## config.mk

```make
export PLATFORM = sky130hd
export DESIGN_NAME = dsg_wave_source_flat
export DESIGN_NICKNAME = d
export VERILOG_FILES = /design/src/rtl/dsg_wave_source_if.sv /design/src/rtl/dsg_wave_source.sv /design/src/flat_wrapper.sv
export SDC_FILE = /design/constraint.sdc
export NUM_CORES = 1
export LEC_CHECK = 0
export CAP_MARGIN = 5
export CORE_MARGIN = 2
export CORE_UTILIZATION = 35
export DETAILED_ROUTE_END_ITERATION = 12
export PLACE_DENSITY = 0.51
export SETUP_SLACK_MARGIN = 0.1
export SYNTH_ARGS = -nofsm -noshare
export SYNTH_HDL_FRONTEND = slang
export SYNTH_SLANG_ARGS = --single-unit
```

## constraint.sdc

```tcl
create_clock -name clk -period 8.2 [get_ports clk]
set_input_delay 1.64 -clock clk [delete_from_list [all_inputs] [get_ports clk]]
set_output_delay 1.64 -clock clk [all_outputs]
set_load 0.05 [all_outputs]
```

## src/rtl/dsg_wave_source_if.sv

```systemverilog
// Select-change request channel into the wave source: valid/ready handshake carrying
// the requested 2-bit mux select.
interface dsg_wave_source_if;
    logic       cfg_valid;
    logic [1:0] cfg_sel;
    logic       cfg_ready;

    modport master (output cfg_valid, output cfg_sel, input  cfg_ready);
    modport slave  (input  cfg_valid, input  cfg_sel, output cfg_ready);
endinterface

```

## src/rtl/dsg_wave_source.sv

```systemverilog
// Four 1-bit waveforms from one shared period counter, plus a mux select that only
// changes on a period boundary so the muxed output never carries a truncated period.
module dsg_wave_source #(
    parameter int          CNT_W     = 16,
    parameter logic [15:0] LFSR_SEED = 16'hACE1
) (
    input  logic             clk,
    input  logic             rst_n,
    input  logic             en,
    input  logic [CNT_W-1:0] period,
    input  logic [CNT_W-1:0] duty,
    dsg_wave_source_if.slave cfg,
    output logic             wave_sq,
    output logic             wave_pwm,
    output logic             wave_pulse,
    output logic             wave_prn,
    output logic [1:0]       sel,
    output logic             sel_switched
);
    typedef enum logic {S_IDLE, S_PEND} state_t;

    state_t           state_q, state_d;
    logic [CNT_W-1:0] cnt_q, cnt_d;
    logic [CNT_W-1:0] period_l_q, period_l_d;
    logic [CNT_W-1:0] duty_l_q, duty_l_d;
    logic [15:0]      lfsr_q, lfsr_d;
    logic [3:0]       wave_q, wave_d;   // {sq, pwm, pulse, prn}
    logic [1:0]       pend_sel_q, pend_sel_d;
    logic [1:0]       sel_q, sel_d;
    logic             sel_sw_q, sel_sw_d;

    logic [CNT_W-1:0] period_eff;
    logic             wrap;
    logic             lfsr_fb;

    // Periods of 0 or 1 cannot hold both a high and a low phase, so clamp to 2.
    assign period_eff = (period < CNT_W'(2)) ? CNT_W'(2) : period;
    assign wrap       = en && (cnt_q == period_l_q - CNT_W'(1));
    assign lfsr_fb    = lfsr_q[0] ^ lfsr_q[2] ^ lfsr_q[3] ^ lfsr_q[5];

    always_comb begin
        cnt_d      = cnt_q;
        period_l_d = period_l_q;
        duty_l_d   = duty_l_q;
        lfsr_d     = lfsr_q;
        wave_d     = '0;
        if (!en) begin
            cnt_d      = '0;
            period_l_d = period_eff;
            duty_l_d   = duty;
        end else begin
            wave_d = {cnt_q < (period_l_q >> 1), cnt_q < duty_l_q,
                      cnt_q == '0, lfsr_q[0]};
            if (wrap) begin
                cnt_d      = '0;
                period_l_d = period_eff;
                duty_l_d   = duty;
                lfsr_d     = {lfsr_fb, lfsr_q[15:1]};
            end else begin
                cnt_d = cnt_q + CNT_W'(1);
            end
        end
    end

    // Select FSM: one request in flight; it lands on the wrap edge, or at once when idle.
    always_comb begin
        state_d       = state_q;
        pend_sel_d    = pend_sel_q;
        sel_d         = sel_q;
        sel_sw_d      = 1'b0;
        cfg.cfg_ready = (state_q == S_IDLE);
        case (state_q)
            S_IDLE: begin
                if (cfg.cfg_valid) begin
                    pend_sel_d = cfg.cfg_sel;
                    state_d    = S_PEND;
                end
            end
            S_PEND: begin
                if (!en || wrap) begin
                    sel_d    = pend_sel_q;
                    sel_sw_d = 1'b1;
                    state_d  = S_IDLE;
                end
            end
            default: state_d = S_IDLE;
        endcase
    end

    always_ff @(posedge clk) begin
        if (!rst_n) begin
            state_q    <= S_IDLE;
            cnt_q      <= '0;
            period_l_q <= CNT_W'(2);
            duty_l_q   <= '0;
            lfsr_q     <= LFSR_SEED;
            wave_q     <= '0;
            pend_sel_q <= '0;
            sel_q      <= '0;
            sel_sw_q   <= 1'b0;
        end else begin
            state_q    <= state_d;
            cnt_q      <= cnt_d;
            period_l_q <= period_l_d;
            duty_l_q   <= duty_l_d;
            lfsr_q     <= lfsr_d;
            wave_q     <= wave_d;
            pend_sel_q <= pend_sel_d;
            sel_q      <= sel_d;
            sel_sw_q   <= sel_sw_d;
        end
    end

    assign {wave_sq, wave_pwm, wave_pulse, wave_prn} = wave_q;
    assign sel          = sel_q;
    assign sel_switched = sel_sw_q;
endmodule

```

## src/flat_wrapper.sv

```systemverilog
// flat-port wrapper written by rule: the top's interface ports become plain ports
module dsg_wave_source_flat 
#(
    parameter int          CNT_W     = 16,
    parameter logic [15:0] LFSR_SEED = 16'hACE1
)
  (clk, rst_n, en, period, duty, wave_sq, wave_pwm, wave_pulse, wave_prn, sel, sel_switched, cfg_cfg_valid, cfg_cfg_sel, cfg_cfg_ready);
  dsg_wave_source_if cfg_i ();
  input  logic clk;
  input  logic rst_n;
  input  logic en;
  input  logic [CNT_W-1:0] period;
  input  logic [CNT_W-1:0] duty;
  output logic wave_sq;
  output logic wave_pwm;
  output logic wave_pulse;
  output logic wave_prn;
  output logic [1:0] sel;
  output logic sel_switched;
  input wire logic [$bits(cfg_i.cfg_valid)-1:0] cfg_cfg_valid;
  input wire logic [$bits(cfg_i.cfg_sel)-1:0] cfg_cfg_sel;
  output wire logic [$bits(cfg_i.cfg_ready)-1:0] cfg_cfg_ready;
  assign cfg_i.cfg_valid = cfg_cfg_valid;
  assign cfg_i.cfg_sel = cfg_cfg_sel;
  assign cfg_cfg_ready = cfg_i.cfg_ready;
  dsg_wave_source #(.CNT_W(CNT_W), .LFSR_SEED(LFSR_SEED)) u_core (.clk(clk), .rst_n(rst_n), .en(en), .period(period), .duty(duty), .cfg(cfg_i), .wave_sq(wave_sq), .wave_pwm(wave_pwm), .wave_pulse(wave_pulse), .wave_prn(wave_prn), .sel(sel), .sel_switched(sel_switched));
endmodule
```

# Word level (Yosys, flattened, before mapping)
# Index checks and enable logic that the tools add are counted.
[classes] bitwise_logic=6 n_eq_ne=2 muxes=9 n_addsub=2 order_cmp=3 n_reduce_logical=10
[ops] cell="$mux 16" count=5
[ops] cell="$add 16x1->16 const B" count=1
[ops] cell="$eq 16x16->1" count=1
[ops] cell="$logic_not 16->1" count=1
[ops] cell="$lt 16x15->1" count=1
[ops] cell="$lt 16x16->1" count=1
[ops] cell="$lt 16x2->1 const B" count=1
[ops] cell="$sub 16x1->16 const B" count=1
[ops] cell="$reduce_and 2->1" count=5
[ops] cell="$mux 1" count=3
[ops] cell="$not 1->1" count=3
[ops] cell="$reduce_or 3->1" count=1
[ops] cell="$xor 1x1->1" count=3
[ops] cell="$ne 2x1->1 const B" count=1
[ops] cell="$pmux 1 s2" count=1
[ops] cell="$logic_and 1x1->1" count=1
[ops] cell="$logic_not 1->1" count=1
[ops] cell="$logic_or 1x1->1" count=1
[totals] output_inout_bits=8 regBits=74

# Longest topological paths before layout
# Gate-level depths: netlist of the first run.
[depth] word_depth=6 ltp_mapped=13 ltp_nobuf=9

# Worst setup path before layout of the first run
# No wires, ideal clock.
[synth_path] path_type="flip-flop to flip-flop" start="reg u_core.period_l_q[0]" end="reg u_core.lfsr_q[15]" path_buffers=3 path_stages_with_launch=13 slack_ns=5.415 synth_period_minus_slack_ns=2.785 arrival_ns=2.663 setup_ns=0.122 cell_sequence="dfxtp_1 buf_2 inv_1 ha_1 or4b_4 buf_6 nor4_2 a21o_1 o22ai_2 or4b_4 buf_6 nor3_2 o21ai_1"
[synth_via] elab_chain_cells=4
[synth_lines] item="start, declared" line="dsg_wave_source.sv:24" source="logic [CNT_W-1:0] period_l_q, period_l_d;"
[synth_lines] item="start signal, assigned" line="dsg_wave_source.sv:104" source="period_l_q <= period_l_d;"
[synth_lines] item="$sub 16x1->16" line="dsg_wave_source.sv:38" source="assign wrap = en && (cnt_q == period_l_q - CNT_W'(1));"
[synth_lines] item="$eq 16x16->1" line="dsg_wave_source.sv:38"
[synth_lines] item="$logic_and 1x1->1" line="dsg_wave_source.sv:38"
[synth_lines] item="$reduce_and 2->1 (no source line)"
[synth_lines] item="end signal, assigned" line="dsg_wave_source.sv:106" source="lfsr_q <= lfsr_d;"
[synth_lines] item="end, declared" line="dsg_wave_source.sv:26" source="logic [15:0] lfsr_q, lfsr_d;"
# No other way between the ends.
# A chain may end at the register's enable or synchronous reset.

# Worst setup path after layout of the first run
[layout_path] start="in en" end="reg u_core.period_l_q[1]"
[layout_via] elab_chain_cells=2
[layout_lines] item="start, declared" line="flat_wrapper.sv:11" source="input logic en;"
[layout_lines] item="$logic_and 1x1->1" line="dsg_wave_source.sv:38"
[layout_lines] item="$ne 2x1->1 (no source line)"
# Several ways; a longest one is shown, not always the timed one.

==> impl_metrics.tcl, run 1 <==
set metrics [dict create \
    yosys_warnings 0 \
    finClkSkew_ns 0.00875 \
    synth.avg_cell_area_um2 8.71 \
    drtPass1Iterations 4 \
    cp_slowest_stage_delay_ns 0.83 \
    placedCellCount 715 \
    cts.path.max_buffers 2 \
    grt_pass1_vias 3620 \
    worstHoldStart "u_core.duty_l_q[14]$_SDFFE_PN0P_" \
    cts-root-buf "clkbuf_16" \
    synth_edf_count 0 \
    rows 41 \
    clk_pin_slew_ns 0.06 \
    worstSetupEndpointType "register" \
    drtAntennaViolNets 0 \
    critPathBufInv 2 \
    placed_area_um2 5040 \
    hold_buffers 0 \
    cts_setup_buffers 0 \
    syn_area_um2 4560 \
    crit_path_top_delay_cell "clkdlybuf4s50_1" \
    antenna_found_initial 0 \
    synth.top_cell.area_share_pct 32.5 \
    drive_above_1_share_pct 14.0 \
    wl_per_cell_um 14.5 \
    path_cells "clkdlybuf4s50_1 > o41ai_4 > buf_4 > and4b_1 > a41oi_2" \
    ys_seq_elements 74 \
    setup_viol 0 \
    arrival_ns 3.75 \
    met1_usage_pct 22.0 \
    final_cells 731 \
    slew_headroom_pct 41.1 \
    crit_type "in -> reg" \
    clk_latency_ns 0.34 \
    cts_resized 0 \
    period_needed_ns 3.58 \
    status "finished, final reports clean" \
    die_h_um 118 \
    yosysSeqAreaShare_pct 32.5 \
    synth_ff_type "dfxtp_1" \
    diodes 0 \
    gp_congestion 0.813 \
    setup_slack_ns 4.62 \
    vdd_ir_drop_max_mv 0.0851 \
    avgViaCountPerCell 5.03 \
    portBuffers 45 \
    cts_buffers 9 \
    grt_max_degree 68 \
    final_nets 624 \
    grt_busiest_layer "met2" \
    cts_tree "done" \
    tightest_slew_ns 0.884 \
    startpoint_type "input port" \
    place_ws_ns 4.25 \
    synth_area_leaders "dfxtp_1 32%, ha_1 8.8%, nand3_2 6.6%" \
    start_util_pct 36.0 \
    max_freq_ghz 0.279 \
    syn-num-nets 594 \
    yosys.area.top_type "dfxtp_1" \
    ys_types 59 \
    r2r_start "u_core.period_l_q[1]$_SDFFE_PN1P_" \
    drt_iter0_drc 168 \
    cts_max_level 3 \
    routed_wl_mm 10.6 \
    critPathTopFamily "buffers and inverters" \
    final_area_um2 5350 \
    coreArea_um2 12700 \
    path_max_fanout 67 \
    ff2ff_path_depth 10 \
    required_ns 8.37 \
    pin_count 46 \
    route.detailed.drc 0 \
    grt_use_met3_pct 3.43 \
    power_density_nw_per_um2 176 \
    fill_cells 1271 \
    drv_slew 0 \
    grt_use_met2_pct 22.7 \
    final_core_util_pct 42.2 \
    hold_path_depth 2 \
    finalCritPeriodShare_pct 43.6 \
    whs_ns 0.449 \
    routed-via-count 3678 \
    p_total_uw 941 \
    grt_use_total_pct 15.3 \
    tns_ns 0 \
    mostFrequentLayoutCell "dfxtp_1" \
    hold_viol 0 \
    grt_pass1_wl_mm 17.6 \
    async_flop_share_pct 0 \
    cp.depth 5 \
    numClockSinks 74 \
    drv_cap 0 \
    hp-class "reg -> reg" \
    p_leak_nw 2.05 \
    final_cell_mix "74 x dfxtp_1, 54 x nand2_1, 44 x clkdlybuf4s50_1" \
    overflow 0 \
    crit_path_start "en" \
    dp_hpwl_mm 7.88 \
    dieArea_um2 14000 \
    syn2layout_area_growth_pct 17.2 \
    syn-instance-count 524 \
    rsz0062_at_grt "false" \
    die_w_um 118 \
]
path summary, 6_finish.rpt:
path                                             to  slack [ns]
setup / recovery  u_core.period_l_q[1]$_SDFFE_PN1P_        4.62
hold / removal     u_core.duty_l_q[14]$_SDFFE_PN0P_        0.45
setup reg to reg  u_core.period_l_q[1]$_SDFFE_PN1P_        4.65
hold reg to reg    u_core.duty_l_q[14]$_SDFFE_PN0P_        0.45
logic make-up after synthesis:
| logic type | share of synthesized area (%) |
|---|---|
| AOI/OAI and AO/OA | 15.5 |
| xor gates and xnor gates | 6.52 |
| adders and majority gates | 8.77 |
| buffers and inverters | 7.78 |
| DFF | 32.5 |
| muxes | 1.75 |
| and+or+nand+nor | 27.2 |
final cells by class:
| type | instances | area, um2 | area share [%] |
|---|---|---|---|
| Clock buffer | 11 | 233 | 4.35 |
| Clock inverter | 5 | 78.8 | 1.47 |
| Inverter | 40 | 150 | 2.81 |
| Multi-Input combinational cell | 382 | 2730 | 51.0 |
| Sequential cell | 74 | 1480 | 27.7 |
| Tap cell | 172 | 215 | 4.02 |
| Timing Repair Buffer | 47 | 463 | 8.65 |
worst min-delay path: stages, from the launching register on:
cell     delay, ns
dfxtp_1       0.31
nand2_1       0.05
o21ai_1       0.05
Yosys cell counts, types with 3 or more instances:
cell type   n
nor4_2      5
or4_1       3
or3_1       3
nor2b_1     4
nand2b_1    4
buf_6       5
o21a_1      3
nor2_1     32
and3_1      3
o21ai_0    11
nor3_1      9
clkbuf_1   11
buf_4       3
mux2i_1     8
clkbuf_2    3
and2_1      3
o21ai_1    24
o21ai_2    15
nand4_1     9
xnor2_1    19
ha_1       32
inv_1      40
nand3_2    30
dfxtp_1    74
xor2_1     15
buf_2       3
nor4_1      7
nand3_1    31
a21oi_1    12
nand2_1    54
o211a_1     3
a21o_1     11
registers in the layout, summed over array words and instances, names as in the netlist:
name,count
u_core.period_l_q,16
u_core.state_q,1
u_core.sel,2
u_core.pend_sel_q,2
u_core.lfsr_q,16
u_core.duty_l_q,16
u_core.wave_q,4
u_core.cnt_q,16
u_core.sel_switched,1
routing by layer:
layer  wire [um]  share of wire (%)
met1        5430                 51
met4         136                1.3
met5           0                  0
met3         355                3.4
met2        4640                 44
where the power goes:
| group | internal [mW] | switching [mW] | total, mW |
|---|---|---|---|
| logic | 0.0595 | 0.0768 | 0.136 |
| registers | 0.373 | 0.0159 | 0.389 |
| clock network | 0.266 | 0.150 | 0.416 |
Power figures use the tool's default switching activity.
==> run 2: changes to the inputs <==
Settings changed: PLACE_DENSITY 0.51 to 0.53.
Clock period 8.2 ns to 2.99 ns, I/O delays scaled along.
==> run 2 against run 1 <==
  * Die area did not move
  * Clock power grew to 2.9 times the previous value
  * Total power rose to 2.9 times the previous value
  * Via count up 5.7%
  * Non-clock buffer count up 31
  * Global-route usage rose by 1.4 points
  * Critical path depth increased by 7
  * Cell count is 4.4% higher
  * Routed wire length is 8.4% higher
  * Count of clock-buffer cells in the layout fell by 1
  * Core utilization up 4.3 points
==> impl_metrics.tcl, run 2 (synthesis results as in run 1) <==
set metrics [dict create \
    route.detailed.drc 0 \
    finClkSkew_ns 0.00653 \
    crit_path_top_delay_cell "or4b_4" \
    arrival_ns 3.13 \
    grt_use_met2_pct 26.8 \
    drv_cap 0 \
    p_total_mw 2.74 \
    ff_latch_area_um2 1490 \
    path_cells "inv_2 > ha_4 > or4b_4 > o31ai_4 > nand4b_1 > o21bai_4 > o41ai_4 > buf_4 > buf_6 > buf_16 > nand3_2 > o21ai_2" \
    final_area_um2 5890 \
    final_nets 656 \
    power_density_nw_per_um2 465 \
    drt_iter0_drc 148 \
    diodes 0 \
    grt_pass1_vias 3760 \
    dp_hpwl_mm 8.06 \
    dieArea_um2 14000 \
    cts_buffers 9 \
    avgViaCountPerCell 5.10 \
    hold_viol 0 \
    rows 41 \
    setup_viol 0 \
    gp_congestion 0.844 \
    cts.path.max_buffers 2 \
    drv_slew 0 \
    pin_count 46 \
    required_ns 3.27 \
    clk_latency_ns 0.35 \
    start_util_pct 36.0 \
    die_w_um 118 \
    grt_busiest_layer "met2" \
    cp_slowest_stage_delay_ns 0.53 \
    antenna_found_initial 0 \
    finalCritPeriodShare_pct 95.2 \
    cts-root-buf "clkbuf_16" \
    numClockSinks 74 \
    worstSetupEndpointType "register" \
    syn2layout_area_growth_pct 29.1 \
    drive_above_1_share_pct 21.0 \
    max_freq_ghz 0.351 \
    critPathTopFamily "compound AO/OA/AOI/OAI gates" \
    drtAntennaViolNets 0 \
    vdd_ir_drop_max_mv 0.315 \
    crit_type "reg -> reg" \
    path_max_fanout 7 \
    mostFrequentLayoutCell "dfxtp_1" \
    routed-via-count 3888 \
    hold_buffers 0 \
    tightest_slew_ns 0.653 \
    cts_tree "done" \
    setup_slack_ns 0.144 \
    met1_usage_pct 22.2 \
    final_core_util_pct 46.5 \
    critPathBufInv 4 \
    period_needed_ns 2.85 \
    grt_use_met3_pct 3.86 \
    drtPass1Iterations 4 \
    fill_cells 1196 \
    clk_pin_slew_ns 0.06 \
    place_ws_ns 0.0412 \
    routed_wl_mm 11.4 \
    cts_max_level 3 \
    tns_ns 0 \
    startpoint_type "register" \
    overflow 0 \
    die_h_um 118 \
    multi_input_area_um2 2870 \
    status "finished, final reports clean" \
    p_leak_nw 2.29 \
    grt_use_total_pct 16.7 \
    grt_max_degree 37 \
    grt_pass1_wl_mm 18.8 \
    slew_headroom_pct 56.3 \
    coreArea_um2 12700 \
    placed_area_um2 5200 \
    portBuffers 45 \
    wl_per_cell_um 15.0 \
    hp-class "reg -> reg" \
    final_cell_mix "73 x dfxtp_1, 54 x nand2_1, 44 x clkdlybuf4s50_1" \
    rsz0062_at_grt "true" \
]
run 2: changes by cell type in the layout (fill, tap and decap cells not counted), sizes merged:
cell      change
buf          +29
inv           +1
or4b          +1
clkinvlp      +2
clkbuf        +1
clkinv        -2
run 2: power breakdown:
group / leakage, nW / internal [mW] / switching, mW / total, mW
clock network: 0.155 / 0.755 / 0.450 / 1.20
logic: 1.53 / 0.220 / 0.252 / 0.472
registers: 0.606 / 1.02 / 0.0391 / 1.06
run 2: final timing paths:
kind | start | to | slack [ns] | cells after the start
max | u_core.period_l_q[0]$_SDFFE_PN0P_ | u_core.period_l_q[12]$_SDFFE_PN0P_ | 0.14 | 12
min | u_core.duty_l_q[10]$_SDFFE_PN0P_ | u_core.duty_l_q[10]$_SDFFE_PN0P_ | 0.45 | 2
max reg2reg | u_core.period_l_q[0]$_SDFFE_PN0P_ | u_core.period_l_q[12]$_SDFFE_PN0P_ | 0.14 | 12
min reg2reg | u_core.duty_l_q[10]$_SDFFE_PN0P_ | u_core.duty_l_q[10]$_SDFFE_PN0P_ | 0.45 | 2
run 2: layout make-up:
| class | count | share of cell area [%] |
|---|---|---|
| clock buffers | 10 | 4.06 |
| clock inverters | 6 | 1.51 |
| repair buffers | 78 | 14.3 |
| well taps | 172 | 3.65 |
| inverters | 40 | 2.55 |
| multi-input cells | 383 | 48.7 |
| flip-flops and latches | 74 | 25.2 |
run 2: through the flow:
stage | hold WS [ns] | std cells
after detailed placement | 0.445 | 734
after global routing | 0.473 | 763
after CTS | 0.453 | 758
after global placement | 0.441 | 734
after floorplan | 0.428 | 524
final | 0.454 | 763
run 2: metal layers:
metal	routed length (um)	part of all wire, %
met1	5580	49
met4	136	1.2
met2	5350	47
met5	0	0
met3	382	3.3
run 2: tightest hold or removal path, cell delays in order, from the launching register on:
cell and delay, ns:
dfxtp_1 0.31, nand2_1 0.05, o21ai_1 0.05
run 2: repair_timing:
item / CTS / global route
setup buffers: 4 / 4
gates resized for setup: 8 / 27
cloned: 4 / 1
setup endpoints to repair: 35 / 68
pin swaps: 0 / 4
==> run 3: changes to the inputs <==
--- a/config.mk
+++ b/config.mk
@@ -9,4 +9,5 @@
 export CORE_MARGIN = 2
 export CORE_UTILIZATION = 35
+export CTS_CLUSTER_SIZE = 14
 export DETAILED_ROUTE_END_ITERATION = 12
 export PLACE_DENSITY = 0.53
==> constraint.sdc (replaced) <==
create_clock -name clk -period 2.99 [get_ports clk]
set_input_delay 0.4485 -clock clk [delete_from_list [all_inputs] [get_ports clk]]
set_output_delay 0.4485 -clock clk [all_outputs]
set_load 0.05 [all_outputs]
==> run 3 against run 2 <==
  * Hold slack lost 0.011 ns
  * First-iteration DRC count is 46% higher
  * Via count shrank 0.46%
  * Sequential cell count did not move
  * Critical endpoint is now u_core.lfsr_q[11]$_SDFFE_PN1P_
  * Highest routed layer unchanged
==> impl_metrics.tcl, run 3 (synthesis results as in run 1) <==
set metrics [dict create \
    hold_viol 0 \
    drv_slew 0 \
    finClkSkew_ns 0.00787 \
    syn2layout_area_growth_pct 26.4 \
    rsz0062_at_grt "true" \
    worstSetupEndpointType "register" \
    routed_wl_mm 11.1 \
    cts_buffers 9 \
    drive_above_1_share_pct 21.3 \
    grt_pass1_wl_mm 18.4 \
    coreArea_um2 12700 \
    hp-class "in -> reg" \
    route.detailed.drc 0 \
    startpoint_type "register" \
    pin_count 46 \
    r2r_start "u_core.period_l_q[0]$_SDFFE_PN0P_" \
    setup_slack_ns 0.112 \
    tns_ns 0 \
    setup_viol 0 \
    final_cells 763 \
    ff2ff_setup_slack_ns 0.11 \
    dp_hpwl_mm 8.20 \
    die_h_um 118 \
    finalCritPeriodShare_pct 96.2 \
    start_util_pct 36.0 \
    drtAntennaViolNets 0 \
    place_ws_ns -0.0253 \
    p_total_mw 2.76 \
    portBuffers 45 \
    slew_headroom_pct 62.2 \
    gp_congestion 0.813 \
    final_cell_mix "72 x dfxtp_1, 54 x nand2_1, 44 x clkdlybuf4s50_1" \
    grt_use_total_pct 16.3 \
    cts_max_level 3 \
    arrival_ns 3.07 \
    cts-root-buf "clkbuf_16" \
    final_core_util_pct 45.5 \
    path_max_fanout 6 \
    routed-via-count 3870 \
    dieArea_um2 14000 \
    cts_tree "done" \
    drtPass1Iterations 4 \
    status "finished, final reports clean" \
    power_density_nw_per_um2 479 \
    die_w_um 118 \
    crit_path_start "u_core.period_l_q[0]$_SDFFE_PN0P_" \
    r2r-end "u_core.lfsr_q[11]$_SDFFE_PN1P_" \
    drt_iter0_drc 216 \
    worstHoldStart "rst_n" \
    antenna_found_initial 0 \
    clk_pin_slew_ns 0.06 \
    whs_ns 0.443 \
    grt_max_degree 49 \
    cts.path.max_buffers 2 \
    fill_cells 1249 \
    clk_latency_ns 0.34 \
    final_nets 656 \
    vdd_ir_drop_max_mv 0.373 \
    p_leak_nw 2.26 \
    period_needed_ns 2.88 \
    placedCellCount 737 \
    required_ns 3.18 \
    drv_cap 0 \
    avgViaCountPerCell 5.07 \
    crit_type "reg -> reg" \
    grt_pass1_vias 3712 \
    numClockSinks 74 \
    tightest_slew_ns 0.562 \
    ff2ff_path_depth 10 \
    placed_area_um2 5240 \
    final_area_um2 5770 \
    mostFrequentLayoutCell "dfxtp_1" \
    endpoint "u_core.lfsr_q[11]$_SDFFE_PN1P_" \
    wl_per_cell_um 14.5 \
    rows 41 \
    diodes 0 \
    overflow 0 \
    max_freq_ghz 0.347 \
]
## run 3: changes by cell type in the layout (fill, tap and decap cells not counted), moves of 2 or more
| cell | before | now |
|---|---|---|
| clkbuf_16 | 11 | 9 |
| nor4_4 | 5 | 2 |
| o32ai_1 | 0 | 2 |
| nand3_2 | 27 | 30 |
| buf_4 | 23 | 29 |
| nor4_2 | 2 | 4 |
| o21ai_1 | 22 | 18 |
| o32ai_2 | 2 | 0 |
| dfxtp_2 | 0 | 2 |
| buf_16 | 3 | 0 |
| nand3_4 | 3 | 1 |
| o21ai_2 | 17 | 22 |
## run 3: timing repair
item                                    4_1_cts  5_1_grt
pin swaps                                     0        6
setup buffers                                 0        8
gates cloned                                  0        2
hold buffers                                  0        0
endpoints found under the setup margin       27       62
resized for setup                             2       21
## run 3: area by class of cell
class	count	area (um2)	share of cell area (%)
clock buffers	10	239	4.14
clock inverters	6	111	1.93
inverters	40	150	2.60
multi-input cells	384	2840	49.2
flip-flops and latches	74	1480	25.7
well taps	172	215	3.73
repair buffers	77	729	12.6
## run 3: how the worst min path moves through the flow
stage,to,cells past startpoint
after floorplan,u_core.duty_l_q[10]$_SDFFE_PN0P_,2
after global placement,u_core.duty_l_q[14]$_SDFFE_PN0P_,2
after detailed placement,u_core.duty_l_q[14]$_SDFFE_PN0P_,2
after CTS,u_core.period_l_q[15]$_SDFFE_PN0P_,3
after global routing,u_core.period_l_q[13]$_SDFFE_PN0P_,3
final,u_core.period_l_q[15]$_SDFFE_PN0P_,3
## run 3: where the power goes
part / switching (mW) / internal (mW) / leakage (nW)
Clock: 0.432 / 0.839 / 0.169
Combinational: 0.238 / 0.193 / 1.48
Sequential: 0.0382 / 1.02 / 0.606
## run 3: routing by layer
metal / track usage [%] / vias to the layer above / routed length (um)
li1: - / 1964 / -
met1: 21.6 / 1827 / 5310
met2: 25.8 / 62 / 5180
met3: 3.72 / 17 / 416
met4: 5.72 / 0 / 185
met5: 0 / - / 0
## run 3: critical path, stage by stage, from the launching register on
cell and delay (ns):
dfxtp_2 0.35, inv_2 0.07, ha_4 0.12, or4b_4 0.51, o31ai_4 0.18, nand4b_1 0.21, nor4_4 0.38, buf_4 0.17
or4b_4 0.53, o21ai_2 0.14, nand3_1 0.08
